`config.mk`:
```
export PLATFORM = sky130hd
export DESIGN_NAME = capture_sequencer
export DESIGN_NICKNAME = d
export VERILOG_FILES = /design/src/rtl/capture_sequencer_pkg.sv /design/src/rtl/capture_sequencer_timeout.sv /design/src/rtl/capture_sequencer.sv
export SDC_FILE = /design/constraint.sdc
export NUM_CORES = 1
export LEC_CHECK = 0
export BUFFER_PORTS_ARGS = -buffer_cell sky130_fd_sc_hd__buf_2
export CAP_MARGIN = 20
export CORE_UTILIZATION = 45
export DETAILED_ROUTE_END_ITERATION = 16
export PLACE_DENSITY = 0.66
export SYNTH_ARGS = -nofsm -noshare
export SYNTH_HDL_FRONTEND = slang
export SYNTH_SLANG_ARGS = --single-unit
```
`constraint.sdc`:
```
create_clock -name clock -period 3.7 [get_ports clock]
set_clock_uncertainty 0.1 [all_clocks]
set_input_delay 0.555 -clock clock [delete_from_list [all_inputs] [get_ports clock]]
set_output_delay 0.555 -clock clock [all_outputs]
set_load 0.005 [all_outputs]
```
`src/rtl/capture_sequencer_pkg.sv`:
```
// Shared types and widths for the capture sequencer: FSM encoding, geometry
// and frame-count widths, plus a small geometry validity helper.
package capture_sequencer_pkg;

  localparam int GEOM_W    = 12;
  localparam int NFRAMES_W = 16;
  localparam int COUNT_W   = 32;

  typedef enum logic [2:0] {
    ST_IDLE,
    ST_LOAD,
    ST_ARM,
    ST_WAIT_ACK,
    ST_CAPTURE,
    ST_NEXT,
    ST_ABORT
  } state_e;

  // A start is only accepted when both dimensions are non-zero.
  function automatic logic geom_valid(input logic [GEOM_W-1:0] w,
                                      input logic [GEOM_W-1:0] h);
    return (w != '0) && (h != '0);
  endfunction

endpackage

```
`src/rtl/capture_sequencer_timeout.sv`:
```
// Per-state watchdog: counts cycles while enabled and flags expiry once the
// state has lasted LIMIT cycles. Clear restarts the count on state entry.
module seq_timeout_counter #(
  parameter logic [31:0] LIMIT = 32'd50_000_000
) (
  input  logic clock,
  input  logic reset_n,
  input  logic clear,
  input  logic enable,
  output logic expired
);

  logic [31:0] count_q, count_d;

  assign expired = enable && (count_q == LIMIT - 32'd1);

  always_comb begin
    count_d = count_q;
    if (clear) begin
      count_d = '0;
    end else if (enable && !expired) begin
      count_d = count_q + 32'd1;
    end
  end

  // NOTE: sequential state uses non-blocking assignments so every flop samples
  // the pre-edge values of its neighbours, independent of process ordering.
  always_ff @(posedge clock or negedge reset_n) begin
    if (!reset_n) begin
      count_q <= '0;
    end else begin
      count_q <= count_d;
    end
  end

endmodule

```
`src/rtl/capture_sequencer.sv`:
```
// Sequences a frame-capture block: loads geometry via a reset pulse, arms each
// frame, watches the frame-complete flag and aborts on stop or timeout.
module capture_sequencer
  import capture_sequencer_pkg::*;
#(
  parameter logic [31:0] TIMEOUT_CYCLES = 32'd50_000_000,
  parameter int unsigned LOAD_CYCLES    = 2
) (
  input  logic                 clock,
  input  logic                 reset_n,
  input  logic [GEOM_W-1:0]    cfg_width,
  input  logic [GEOM_W-1:0]    cfg_height,
  input  logic                 cmd_start,
  input  logic                 cmd_stop,
  input  logic [NFRAMES_W-1:0] cmd_nframes,
  output logic                 cap_reset_n,
  output logic                 cap_start,
  output logic [GEOM_W-1:0]    cap_width,
  output logic [GEOM_W-1:0]    cap_height,
  input  logic                 cap_captured,
  output logic                 busy,
  output logic                 done,
  output logic                 timeout,
  output logic                 cfg_err,
  output logic [COUNT_W-1:0]   frame_count
);

  state_e               state_q, state_d;
  logic [31:0]          load_cnt_q, load_cnt_d;
  logic [NFRAMES_W-1:0] remaining_q, remaining_d;
  logic                 continuous_q, continuous_d;
  logic [GEOM_W-1:0]    cap_width_q, cap_width_d;
  logic [GEOM_W-1:0]    cap_height_q, cap_height_d;
  logic [COUNT_W-1:0]   frame_count_q, frame_count_d;
  logic                 cap_reset_n_q, cap_reset_n_d;
  logic                 cap_start_q, cap_start_d;
  logic                 busy_q, busy_d;
  logic                 done_q, done_d;
  logic                 timeout_q, timeout_d;
  logic                 cfg_err_q, cfg_err_d;

  logic tmo_clear, tmo_enable, tmo_expired;

  seq_timeout_counter #(
    .LIMIT (TIMEOUT_CYCLES)
  ) u_timeout (
    .clock   (clock),
    .reset_n (reset_n),
    .clear   (tmo_clear),
    .enable  (tmo_enable),
    .expired (tmo_expired)
  );

  assign tmo_enable = (state_q == ST_WAIT_ACK) || (state_q == ST_CAPTURE);
  assign tmo_clear  = (state_d != state_q);

  always_comb begin
    // NOTE: every signal gets a default before the case so no path leaves it
    // unassigned, which would otherwise infer a latch.
    state_d       = state_q;
    load_cnt_d    = load_cnt_q;
    remaining_d   = remaining_q;
    continuous_d  = continuous_q;
    cap_width_d   = cap_width_q;
    cap_height_d  = cap_height_q;
    frame_count_d = frame_count_q;
    done_d        = 1'b0;
    timeout_d     = 1'b0;
    cfg_err_d     = 1'b0;

    unique case (state_q)
      ST_IDLE: begin
        // Start together with stop is treated as no command at all.
        if (cmd_start && !cmd_stop) begin
          if (geom_valid(cfg_width, cfg_height)) begin
            cap_width_d  = cfg_width;
            cap_height_d = cfg_height;
            remaining_d  = cmd_nframes;
            continuous_d = (cmd_nframes == '0);
            load_cnt_d   = '0;
            state_d      = ST_LOAD;
          end else begin
            cfg_err_d = 1'b1;
          end
        end
      end
      ST_LOAD: begin
        if (load_cnt_q >= LOAD_CYCLES - 32'd1) begin
          state_d = ST_ARM;
        end else begin
          load_cnt_d = load_cnt_q + 32'd1;
        end
      end
      ST_ARM: begin
        state_d = ST_WAIT_ACK;
      end
      ST_WAIT_ACK: begin
        if (!cap_captured) begin
          state_d = ST_CAPTURE;
        end else if (tmo_expired) begin
          timeout_d = 1'b1;
          state_d   = ST_ABORT;
        end
      end
      ST_CAPTURE: begin
        if (cap_captured) begin
          state_d = ST_NEXT;
        end else if (tmo_expired) begin
          timeout_d = 1'b1;
          state_d   = ST_ABORT;
        end
      end
      ST_NEXT: begin
        frame_count_d = frame_count_q + 32'd1;
        if (continuous_q) begin
          state_d = ST_ARM;
        end else begin
          remaining_d = remaining_q - 1'b1;
          if (remaining_d != '0) begin
            state_d = ST_ARM;
          end else begin
            done_d  = 1'b1;
            state_d = ST_IDLE;
          end
        end
      end
      ST_ABORT: begin
        state_d = ST_IDLE;
      end
      default: begin
        state_d = ST_IDLE;
      end
    endcase

    // Stop overrides whatever the active state decided, including a frame
    // completing in this very cycle, so nothing is counted or pulsed.
    if (cmd_stop && (state_q != ST_IDLE)) begin
      state_d       = ST_ABORT;
      frame_count_d = frame_count_q;
      remaining_d   = remaining_q;
      done_d        = 1'b0;
      timeout_d     = 1'b0;
    end

    // Outputs are decoded from the next state so the registered copies line
    // up with the state register.
    cap_reset_n_d = !((state_d == ST_LOAD) || (state_d == ST_ABORT));
    cap_start_d   = (state_d == ST_ARM);
    busy_d        = (state_d != ST_IDLE);
  end

  always_ff @(posedge clock or negedge reset_n) begin
    if (!reset_n) begin
      state_q       <= ST_IDLE;
      load_cnt_q    <= '0;
      remaining_q   <= '0;
      continuous_q  <= 1'b0;
      cap_width_q   <= '0;
      cap_height_q  <= '0;
      frame_count_q <= '0;
      cap_reset_n_q <= 1'b0;
      cap_start_q   <= 1'b0;
      busy_q        <= 1'b0;
      done_q        <= 1'b0;
      timeout_q     <= 1'b0;
      cfg_err_q     <= 1'b0;
    end else begin
      state_q       <= state_d;
      load_cnt_q    <= load_cnt_d;
      remaining_q   <= remaining_d;
      continuous_q  <= continuous_d;
      cap_width_q   <= cap_width_d;
      cap_height_q  <= cap_height_d;
      frame_count_q <= frame_count_d;
      cap_reset_n_q <= cap_reset_n_d;
      cap_start_q   <= cap_start_d;
      busy_q        <= busy_d;
      done_q        <= done_d;
      timeout_q     <= timeout_d;
      cfg_err_q     <= cfg_err_d;
    end
  end

  assign cap_reset_n = cap_reset_n_q;
  assign cap_start   = cap_start_q;
  assign cap_width   = cap_width_q;
  assign cap_height  = cap_height_q;
  assign busy        = busy_q;
  assign done        = done_q;
  assign timeout     = timeout_q;
  assign cfg_err     = cfg_err_q;
  assign frame_count = frame_count_q;

endmodule

```
==> results of run 1 <==
-- cell type report --
cell class | count | area share (%)
tap | 188 | 2.83
timing repair buffer | 114 | 7.19
clock inverter | 12 | 2.19
clock buffer | 19 | 5.21
sequential | 146 | 44.0
multi-input combinational | 535 | 38.1
inverter | 11 | 0.497
-- cell usage in the layout, fill, tap and decap left out, drive strengths merged, types with 3 or more instances in the layout --
cell and instances:
buf 114, a31oi 9, nand2 116, bufinv 4
a21oi 25, and2 18, nor4b 6, ha 7
nor3 17, a211oi 3, or2 4, dfrtp 146
nor2 79, a22oi 7, xnor2 34, nand3b 4
or3 4, and4 15, nand3 28, clkbuf 19
clkinv 4, inv 14, nor4 30, and3 16
xor2 30, o21ai 31, nor3b 3, nand4 19
-- path summary, 6_finish.rpt --
check	from	to	slack, ns	depth (start not counted)
hold / removal	reset_n	u_timeout.count_q[21]	0.05	1
hold reg to reg	cap_height[5]	cap_height[5]	0.38	2
setup reg to reg	remaining_q[0]	cap_reset_n	0.63	9
max in group asynchronous	reset_n	frame_count[26]	2.61	2
setup / recovery	remaining_q[0]	cap_reset_n	0.63	9
min in group clock	cfg_height[4]	cap_height[4]	0.24	3
-- layer usage --
metal	vias up	share of wire, %
met1	2636	46
met5	-	0
li1	2741	-
met3	22	5.3
met4	0	1.6
met2	165	47
-- state kept, by name, summed over array words and instances (netlist names) --
signal             cells
cap_start              1
cap_height            12
cap_width             12
timeout                1
continuous_q           1
cap_reset_n            1
remaining_q           16
state_q                3
busy                   1
load_cnt_q            32
done                   1
cfg_err                1
frame_count           32
u_timeout.count_q     32
-- logic make-up (layout without fill, tap and decap cells) --
group	after synthesis	count (layout)
DFF	146	146
muxes	2	2
adders and majority gates	8	8
xor gates and xnor gates	64	64
buffers and inverters	40	156
AOI/OAI and AO/OA	91	91
and+or+nand+nor	370	370
-- power by group through the flow --
stage,registers (W),clock network (W),logic [W]
global placement,0.00214,0,0.00118
global route,0.00218,0.00190,0.00138
detailed placement,0.00215,0,0.00121
floorplan,0.00209,0,0.000836
finish,0.00214,0.00180,0.00120
CTS,0.00213,0.00184,0.00122
-- per-stage QoR --
step	hold slack [ns]	util (%)
final	0.0514	54.8
after global routing	0.119	54.8
after CTS	0.0814	54.8
after detailed placement	0.358	50.8
after global placement	0.354	50.8
after floorplan	0.159	-
-- worst max-delay path: cells and delay by family (launching register included) --
kind	cells	cell delay, ns
simple gates	3	1.39
compound gates	3	0.55
flops	1	0.43
fa+ha+maj	1	0.27
xor+xnor	1	0.17
buf+inv	1	0.10
==> flow_metrics.tcl, run 1 <==
set metrics [dict create \
    status "completed" \
    cap_violations 0 \
    post-dp-hpwl_mm 10.6 \
    synth-xor-area-share_pct 8.13 \
    instances_no_fill 1025 \
    post_cts_buffers 0 \
    initial_core_util_pct 46.1 \
    yosysTopAreaCellShare_pct 52.3 \
    globalRouteMet2Util_pct 32.6 \
    clockBufferDepth 2 \
    multi_input_area_um2 3160 \
    hold_buffers 0 \
    gr-total-overflow 0 \
    dr.pass1.iters 7 \
    rsz0062_at_grt "false" \
    fmax_mhz 325 \
    internal_power_w 0.00349 \
    die_h_um 127 \
    setup_tns_ns 0 \
    pre_cts_ws_ns 0.636 \
    boundaryPins 107 \
    wire_per_inst_um 14.7 \
    ctsHtreeMaxLevel 4 \
    synth_simple_gate_area_share_pct 27.2 \
    cp.arrival_ns 3.31 \
    cp.required_ns 3.93 \
    hold_class "input port to asynchronous set/reset pin" \
    synthArstFlopShare_pct 100 \
    grt_use_met3_pct 4.30 \
    worst_pin_slew_ns 0.930 \
    gp_congestion 0.853 \
    power-per-cell-area_nw_per_um2 619 \
    design_area_um2 8300 \
    path_clk_slew_ns 0.06 \
    die_x_um 127 \
    p_clk_share_pct 35.0 \
    drtAntennaViolNets 0 \
    cts_tree "yes" \
    insertedDiodeCount 0 \
    core_um2 15100 \
    fillers 1338 \
    fin_crit_ns 3.08 \
    num-nets-final 877 \
    comb_power_share_pct 23.4 \
    synth_seq_cells 146 \
    cp_max_fo 6 \
    seq_power_share_pct 41.6 \
    slowest_delay_ns 0.54 \
    post-route-period-util_pct 83.1 \
    synth.area.mux_share_pct 0.305 \
    ys_seq_area_share_pct 52.3 \
    syn_area_per_cell_um2 9.69 \
    synth_area_leaders "dfrtp_1, nand2_1, nor2_1" \
    grt_util_met1_pct 27.1 \
    placementRows 45 \
    finalPower_w 0.00514 \
    vdd_ir_drop_max_v 0.000341 \
    syn_inst 721 \
    syn-cell-area_um2 6980 \
    grt-busiest-layer "met2" \
    die-area_um2 16000 \
    synth_compound_area_share_pct 8.19 \
    slew_headroom_pct 37.8 \
    cp-start-kind "register" \
    drive_above_1_share_pct 19.6 \
    leakage_nw 4.01 \
    hold_viol_final 0 \
    synthTopCellsByCount "dfrtp_1, nand2_1, nor2_1" \
    synth_edf_count 0 \
    grt_max_degree 74 \
    antenna_found_initial 0 \
    finalSetupViolations 0 \
    grtUsageTotal_pct 20.4 \
    swShare_pct 32.1 \
    clk_latency_ns 0.42 \
    vias 5564 \
    area_growth_pct 18.9 \
    grt_pass1_wl_mm 26.0 \
    worst_slack_ns 0.625 \
    cts_root_buf "clkbuf_16" \
    drv_slew 0 \
    io_buffer_count 106 \
    synth_top_family_by_area "simple AND/OR/NAND/NOR gates" \
    cts_made_buffers 17 \
    synth_fp_nets 773 \
    drcViolationCount 0 \
    crit_path_end_kind "register" \
    dpl_cell_area_um2 7690 \
    slowest_stage "or3b_2" \
    synth_fa_ha_area_share_pct 1.40 \
    viasPerCell 5.43 \
    synth_most_common_cell "dfrtp_1" \
    clock-sinks 146 \
    crit_path_cell_trace "inv_1 -> ha_1 -> or3b_2 -> or3_1 -> xnor2_2 -> o31ai_2 -> a21oi_2 -> or3_4 -> a31oi_4" \
    yosys.area.top_type "dfrtp_1" \
    dp.cells 994 \
    wl_mm 15.1 \
    synth_flop_cell "dfrtp_1" \
    ff_latch_area_um2 3650 \
    yosysUniqueCellTypes 67 \
    grt_pass1_vias 5391 \
    crit_type "register to register" \
    ctsResizeCount 0 \
    drtIter0Drc 324 \
    synth.yosys.warnings 0 \
    switchingPower_w 0.00165 \
]
(Power assumes the default switching activity.)
==> run 2, diff against run 1 <==
==> constraint.sdc (replaced) <==
create_clock -name clock -period 2.97 [get_ports clock]
set_clock_uncertainty 0.1 [all_clocks]
set_input_delay 0.4455 -clock clock [delete_from_list [all_inputs] [get_ports clock]]
set_output_delay 0.4455 -clock clock [all_outputs]
set_load 0.005 [all_outputs]
==> run 2 against run 1 <==
Net effect: the run now ends with DRC left; critical path depth unchanged; via count grew 2.5%; largest power group unchanged; clock power is 17% higher; global-route usage up 0.38 points; utilization up 1.0 points; highest routed layer unchanged; non-clock buffer count grew 22; total power grew 24%; register-to-register slack got worse by 0.46 ns; die area unchanged; sequential power up 22%.
==> flow_metrics.tcl, run 2 (same netlist as run 1, synthesis figures left out) <==
set metrics [dict create \
    grt_pass1_wl_mm 26.6 \
    grtUsageTotal_pct 20.8 \
    antenna_found_initial 0 \
    rsz0062_at_grt "false" \
    die_x_um 127 \
    die_h_um 127 \
    post-dp-hpwl_mm 10.9 \
    fmax_mhz 357 \
    wire_per_inst_um 14.7 \
    instances_no_fill 1048 \
    grt_max_degree 107 \
    initial_core_util_pct 46.1 \
    status "complete, but fails checks" \
    finalSetupViolations 0 \
    slew_headroom_pct 43.6 \
    dp.cells 1015 \
    placementRows 45 \
    cpLargestDelayFamily "simple AND/OR/NAND/NOR gates" \
    cp.required_ns 3.21 \
    slowest_stage "or3b_2" \
    hold_viol_final 0 \
    num-nets-final 899 \
    timing.rr.end "cap_reset_n" \
    cap_violations 0 \
    drtAntennaViolNets 0 \
    cts_made_buffers 17 \
    ctsHtreeMaxLevel 4 \
    crit_type "register to register" \
    hold_class "input port to register" \
    setup_tns_ns 0 \
    drtIter0Drc 340 \
    worst_pin_slew_ns 0.844 \
    post-route-period-util_pct 94.3 \
    fillers 1346 \
    worst-r2r-cell-count 9 \
    insertedDiodeCount 0 \
    gr-total-overflow 0 \
    clk_latency_ns 0.42 \
    grt_pass1_vias 5557 \
    drcViolationCount 2 \
    crit_path_cell_trace "inv_1 -> ha_1 -> or3b_2 -> or3_1 -> xnor2_2 -> o31ai_2 -> a21oi_2 -> or3_4 -> a31oi_4" \
    vias 5702 \
    path_clk_slew_ns 0.06 \
    min_to "cap_width[10]" \
    dr.pass1.iters 12 \
    cts_root_buf "clkbuf_16" \
    viasPerCell 5.44 \
    cp.arrival_ns 3.04 \
    drv_slew 0 \
    leakage_nw 4.10 \
    violations "DRC" \
    gp_congestion 0.827 \
    final_cell_mix "dfrtp_1, nand2_1, buf_2, nor2_1, xnor2_1" \
    cp.buffers_inverters 1 \
    clockBufferDepth 2 \
    die-area_um2 16000 \
    rrSetupSlack_ns 0.17 \
    hold_start "cfg_width[10]" \
    hold_depth 3 \
    fin_crit_ns 2.80 \
    cts_tree "yes" \
    layout_commonest_cell "dfrtp_1" \
    crit_path_end_kind "register" \
    power-per-cell-area_nw_per_um2 754 \
    slowest_delay_ns 0.50 \
    reg2reg_from "remaining_q[1]" \
    wl_mm 15.4 \
    drive_above_1_share_pct 21.6 \
    cp_max_fo 5 \
    area_growth_pct 21.2 \
    clock-sinks 146 \
    io_buffer_count 106 \
    vdd_ir_drop_max_v 0.000494 \
    core_um2 15100 \
    cp-start-kind "register" \
    boundaryPins 107 \
    finalPower_w 0.00638 \
]
run 2: cell count changes in the layout (fill, tap and decap cells not counted):
| cell | previous run | this run |
|---|---|---|
| nor4_4 | 0 | 1 |
| bufinv_16 | 4 | 2 |
| buf_4 | 8 | 28 |
| inv_8 | 0 | 1 |
| buf_12 | 0 | 1 |
| dlygate4sd3_1 | 0 | 1 |
| clkinv_2 | 2 | 1 |
| clkinvlp_4 | 1 | 3 |
| nor4_2 | 3 | 2 |
| inv_6 | 3 | 4 |
run 2: report_power, final:
group / leakage (nW) / switching, W / internal (W)
sequential: 1.96 / 0.000286 / 0.00232
combinational: 1.87 / 0.000968 / 0.000693
clock: 0.277 / 0.000854 / 0.00125
run 2: worst reg2reg max path, delay by kind of cell, from the launching register on:
family	cells	cell delay, ns
DFF	1	0.39
and+or+nand+nor	3	1.30
AOI/OAI and AO/OA	3	0.50
buffers and inverters	1	0.11
xor gates and xnor gates	1	0.16
adders and majority gates	1	0.17
run 2: timing repair:
item | 4_1_cts | 5_1_grt
endpoints found under the setup margin | 0 | 33
hold endpoints to repair | 40 | 0
gates resized for setup | 0 | 1
setup buffers | 0 | 0
hold buffers | 1 | 0
run 2: how the worst max path moves through the flow:
stage	from	to	slack (ns)	cells after the start
3_5_place_dp	remaining_q[1]	cap_reset_n	0.13	9
3_3_place_gp	remaining_q[1]	cap_reset_n	0.17	9
2_1_floorplan	remaining_q[0]	cap_reset_n	0.08	10
4_1_cts	remaining_q[1]	cap_reset_n	0.11	9
5_1_grt	remaining_q[1]	cap_reset_n	0.003	9
6_report	remaining_q[1]	cap_reset_n	0.17	9
run 2: per-layer routing:
metal | GRT usage (%) | vias to the layer above | share of wire (%) | routed length [µm]
met2 | 32.1 | 140 | 46 | 7080
li1 | - | 2774 | - | -
met5 | 0 | - | 0 | 0
met3 | 4.60 | 14 | 4.9 | 749
met4 | 7.65 | 0 | 1.0 | 158
met1 | 28.7 | 2774 | 48 | 7410
run 2: cell type report:
| type | instances | area (µm²) | share of cell area (%) |
|---|---|---|---|
| clock buffers | 19 | 433 | 5.12 |
| clock inverters | 13 | 151 | 1.79 |
| flip-flops and latches | 146 | 3650 | 43.2 |
| inverters | 11 | 41.3 | 0.488 |
| well taps | 188 | 235 | 2.78 |
| multi-input cells | 535 | 3170 | 37.5 |
| repair buffers | 136 | 777 | 9.18 |
run 2: through the flow:
| step | worst slack [ns] | hold slack (ns) | utilization (%) | instance area, µm² |
|---|---|---|---|---|
| 2_1_floorplan | 0.0751 | 0.0499 | - | 6980 |
| 3_3_place_gp | 0.170 | 0.282 | 51.9 | 7860 |
| 3_5_place_dp | 0.126 | 0.296 | 51.9 | 7860 |
| 4_1_cts | 0.114 | 0.112 | 55.8 | 8450 |
| 5_1_grt | 0.00323 | 0.135 | 55.9 | 8460 |
| 6_report | 0.170 | 0.130 | 55.9 | 8460 |
==> run 3, diff against run 2 <==
--- a/config.mk
+++ b/config.mk
@@ -5,11 +5,13 @@
 export SDC_FILE = /design/constraint.sdc
 export NUM_CORES = 1
 export LEC_CHECK = 0
+export ABC_AREA = 1
+export ABC_CLOCK_PERIOD_IN_PS = 2970
 export BUFFER_PORTS_ARGS = -buffer_cell sky130_fd_sc_hd__buf_2
 export CAP_MARGIN = 20
 export CORE_UTILIZATION = 45
 export DETAILED_ROUTE_END_ITERATION = 16
-export PLACE_DENSITY = 0.66
+export PLACE_DENSITY = 0.65
 export SYNTH_ARGS = -nofsm -noshare
 export SYNTH_HDL_FRONTEND = slang
 export SYNTH_SLANG_ARGS = --single-unit
==> run 3 against run 2 <==
Net effect: the flow now finishes without violations; count of clock-buffer cells in the layout unchanged; register-to-register slack better by 0.18 ns; setup slack better by 0.18 ns; worst hold slack worse by 0.012 ns; synthesized cell count up 32%; via count up 10%; die area up 7.4%; combinational power up 29%; flip-flop and latch count unchanged; critical path type unchanged; highest routed layer unchanged.
==> flow_metrics.tcl, run 3 <==
set metrics [dict create \
    finalSetupViolations 0 \
    initial_core_util_pct 46.8 \
    drv_slew 0 \
    grtUsageTotal_pct 19.9 \
    vias 6279 \
    syn-cell-area_um2 7510 \
    ctsResizeCount 0 \
    wire_per_inst_um 12.6 \
    drtIter0Drc 497 \
    final_cell_mix "nand2_1, dfrtp_1, nor2_1, inv_1, buf_2" \
    clk_latency_ns 0.43 \
    drtAntennaViolNets 0 \
    rsz0062_at_grt "false" \
    hold_viol_final 0 \
    crit_path_end_kind "register" \
    area_growth_pct 18.9 \
    insertedDiodeCount 0 \
    drive_above_1_share_pct 18.0 \
    synthTopCellsByCount "nand2_1, dfrtp_1, nor2_1" \
    post_cts_buffers 0 \
    grt_pass1_vias 5925 \
    power-per-cell-area_nw_per_um2 818 \
    synth_area_leaders "dfrtp_1, nand2_1, nor2_1" \
    leakage_nw 4.48 \
    slew_headroom_pct 53.8 \
    num-nets-final 1118 \
    syn_area_per_cell_um2 7.91 \
    synth_fp_nets 1001 \
    gr-total-overflow 0 \
    worst_slack_ns 0.346 \
    globalRouteMet2Util_pct 31.6 \
    dr.pass1.iters 4 \
    wl_mm 16.3 \
    yosysTopAreaCellShare_pct 48.7 \
    grt_pass1_wl_mm 27.8 \
    yosys.area.top_type "dfrtp_1" \
    cp-start-kind "register" \
    yosysUniqueCellTypes 39 \
    synth_edf_count 0 \
    synth_seq_cells 146 \
    layout_commonest_cell "nand2_1" \
    post-dp-hpwl_mm 11.7 \
    status "completed" \
    die_h_um 131 \
    synth.yosys.warnings 0 \
    synthArstFlopShare_pct 100 \
    hold_buffers 1 \
    setup_tns_ns 0 \
    boundaryPins 107 \
    path_clk_slew_ns 0.07 \
    grt_use_met3_pct 4.94 \
    grt-busiest-layer "met2" \
    ys_seq_area_share_pct 48.7 \
    fin_crit_ns 2.62 \
    die_x_um 131 \
    grt_util_met1_pct 26.6 \
    gp_congestion 0.869 \
    io_buffer_count 106 \
    post-route-period-util_pct 88.3 \
    pre_cts_ws_ns 0.345 \
    cts_tree "yes" \
    grt_max_degree 76 \
    cp_max_fo 32 \
    viasPerCell 4.85 \
    antenna_found_initial 0 \
    drcViolationCount 0 \
    cap_violations 0 \
    cp.required_ns 3.21 \
    cts_root_buf "clkbuf_16" \
    cp.arrival_ns 2.87 \
    syn_inst 949 \
    placementRows 46 \
    clock-sinks 146 \
    hold_class "input port to register" \
    ctsHtreeMaxLevel 4 \
    crit_type "register to register" \
    synth_flop_cell "dfrtp_1" \
    vdd_ir_drop_max_v 0.000418 \
    fmax_mhz 381 \
    worst_pin_slew_ns 0.693 \
    core_um2 16100 \
    cts_made_buffers 17 \
    die-area_um2 17200 \
    clockBufferDepth 2 \
    synth_most_common_cell "nand2_1" \
]
-- run 3: cell count changes in the layout (fill, tap and decap cells not counted), moves of 16 or more --
cell     change
nand2_1    +128
inv_1      +117
nor2_1      +63
nand3_1     +20
xnor2_1     -17
nor4_1      -20
and2_1      -17
a21oi_1     -16
buf_4       -21
nor2_2      +26
-- run 3: where the power goes --
part           switching [W]  internal, W
Clock               0.000877      0.00136
Sequential          0.000381      0.00254
Combinational        0.00137     0.000776
-- run 3: layout make-up --
type / count / area, µm²
sequential: 146 / 3650
timing repair buffer: 115 / 619
fill: 1497 / 7140
tap: 216 / 270
clock inverter: 13 / 174
clock buffer: 19 / 443
inverter: 132 / 495
multi-input combinational: 654 / 3270
-- run 3: logic make-up (layout without fill, tap and decap cells) --
kind of cell    Yosys count  count (layout)  synth area share [%]
fa+ha+maj                 7               7                  1.17
mux                       1               1                 0.133
simple gates            537             537                  31.6
buf+inv                 149             279                  7.82
compound gates           54              54                  4.22
flops                   146             146                  48.7
xor+xnor                 55              55                  6.42
-- run 3: worst paths after layout --
| path | startpoint | end | slack (ns) | cells past startpoint |
|---|---|---|---|---|
| setup / recovery | remaining_q[0] | u_timeout.count_q[17] | 0.35 | 13 |
| hold reg to reg | frame_count[31] | frame_count[31] | 0.37 | 1 |
| min in group asynchronous | reset_n | cap_width[5] | 0.51 | 2 |
| hold / removal | cfg_width[2] | cap_width[2] | 0.12 | 3 |
| setup reg to reg | remaining_q[0] | u_timeout.count_q[17] | 0.35 | 13 |
| max in group asynchronous | reset_n | frame_count[29] | 1.47 | 3 |
-- run 3: through the flow --
step	total power [W]	utilization (%)	std cells	instance area (µm²)	hold WS, ns
2_1_floorplan	0.00445	-	949	7510	0.0499
3_3_place_gp	0.00506	51.7	1262	8300	0.353
3_5_place_dp	0.00510	51.7	1262	8300	0.359
4_1_cts	0.00737	55.6	1295	8920	0.109
5_1_grt	0.00784	55.6	1295	8920	0.120
6_report	0.00730	55.6	1295	8920	0.118
-- run 3: layer usage --
layer	wire length, µm	part of all wire, %	vias to the layer above
li1	-	-	3199
met1	7890	48	2899
met2	7310	45	168
met3	907	5.6	13
met4	176	1.1	0
met5	0	0	-
-- run 3: worst max-delay path, cell delays in order, from the launching register on --
cell	delay, ns
dfrtp_1	0.40
inv_1	0.16
ha_1	0.34
xnor2_1	0.18
nand2_1	0.07
nor2_1	0.12
nand2_1	0.06
nor2_1	0.12
nand3b_1	0.12
o21bai_2	0.19
nand3_2	0.12
nand2_2	0.10
nand2_4	0.26
nor2_1	0.20
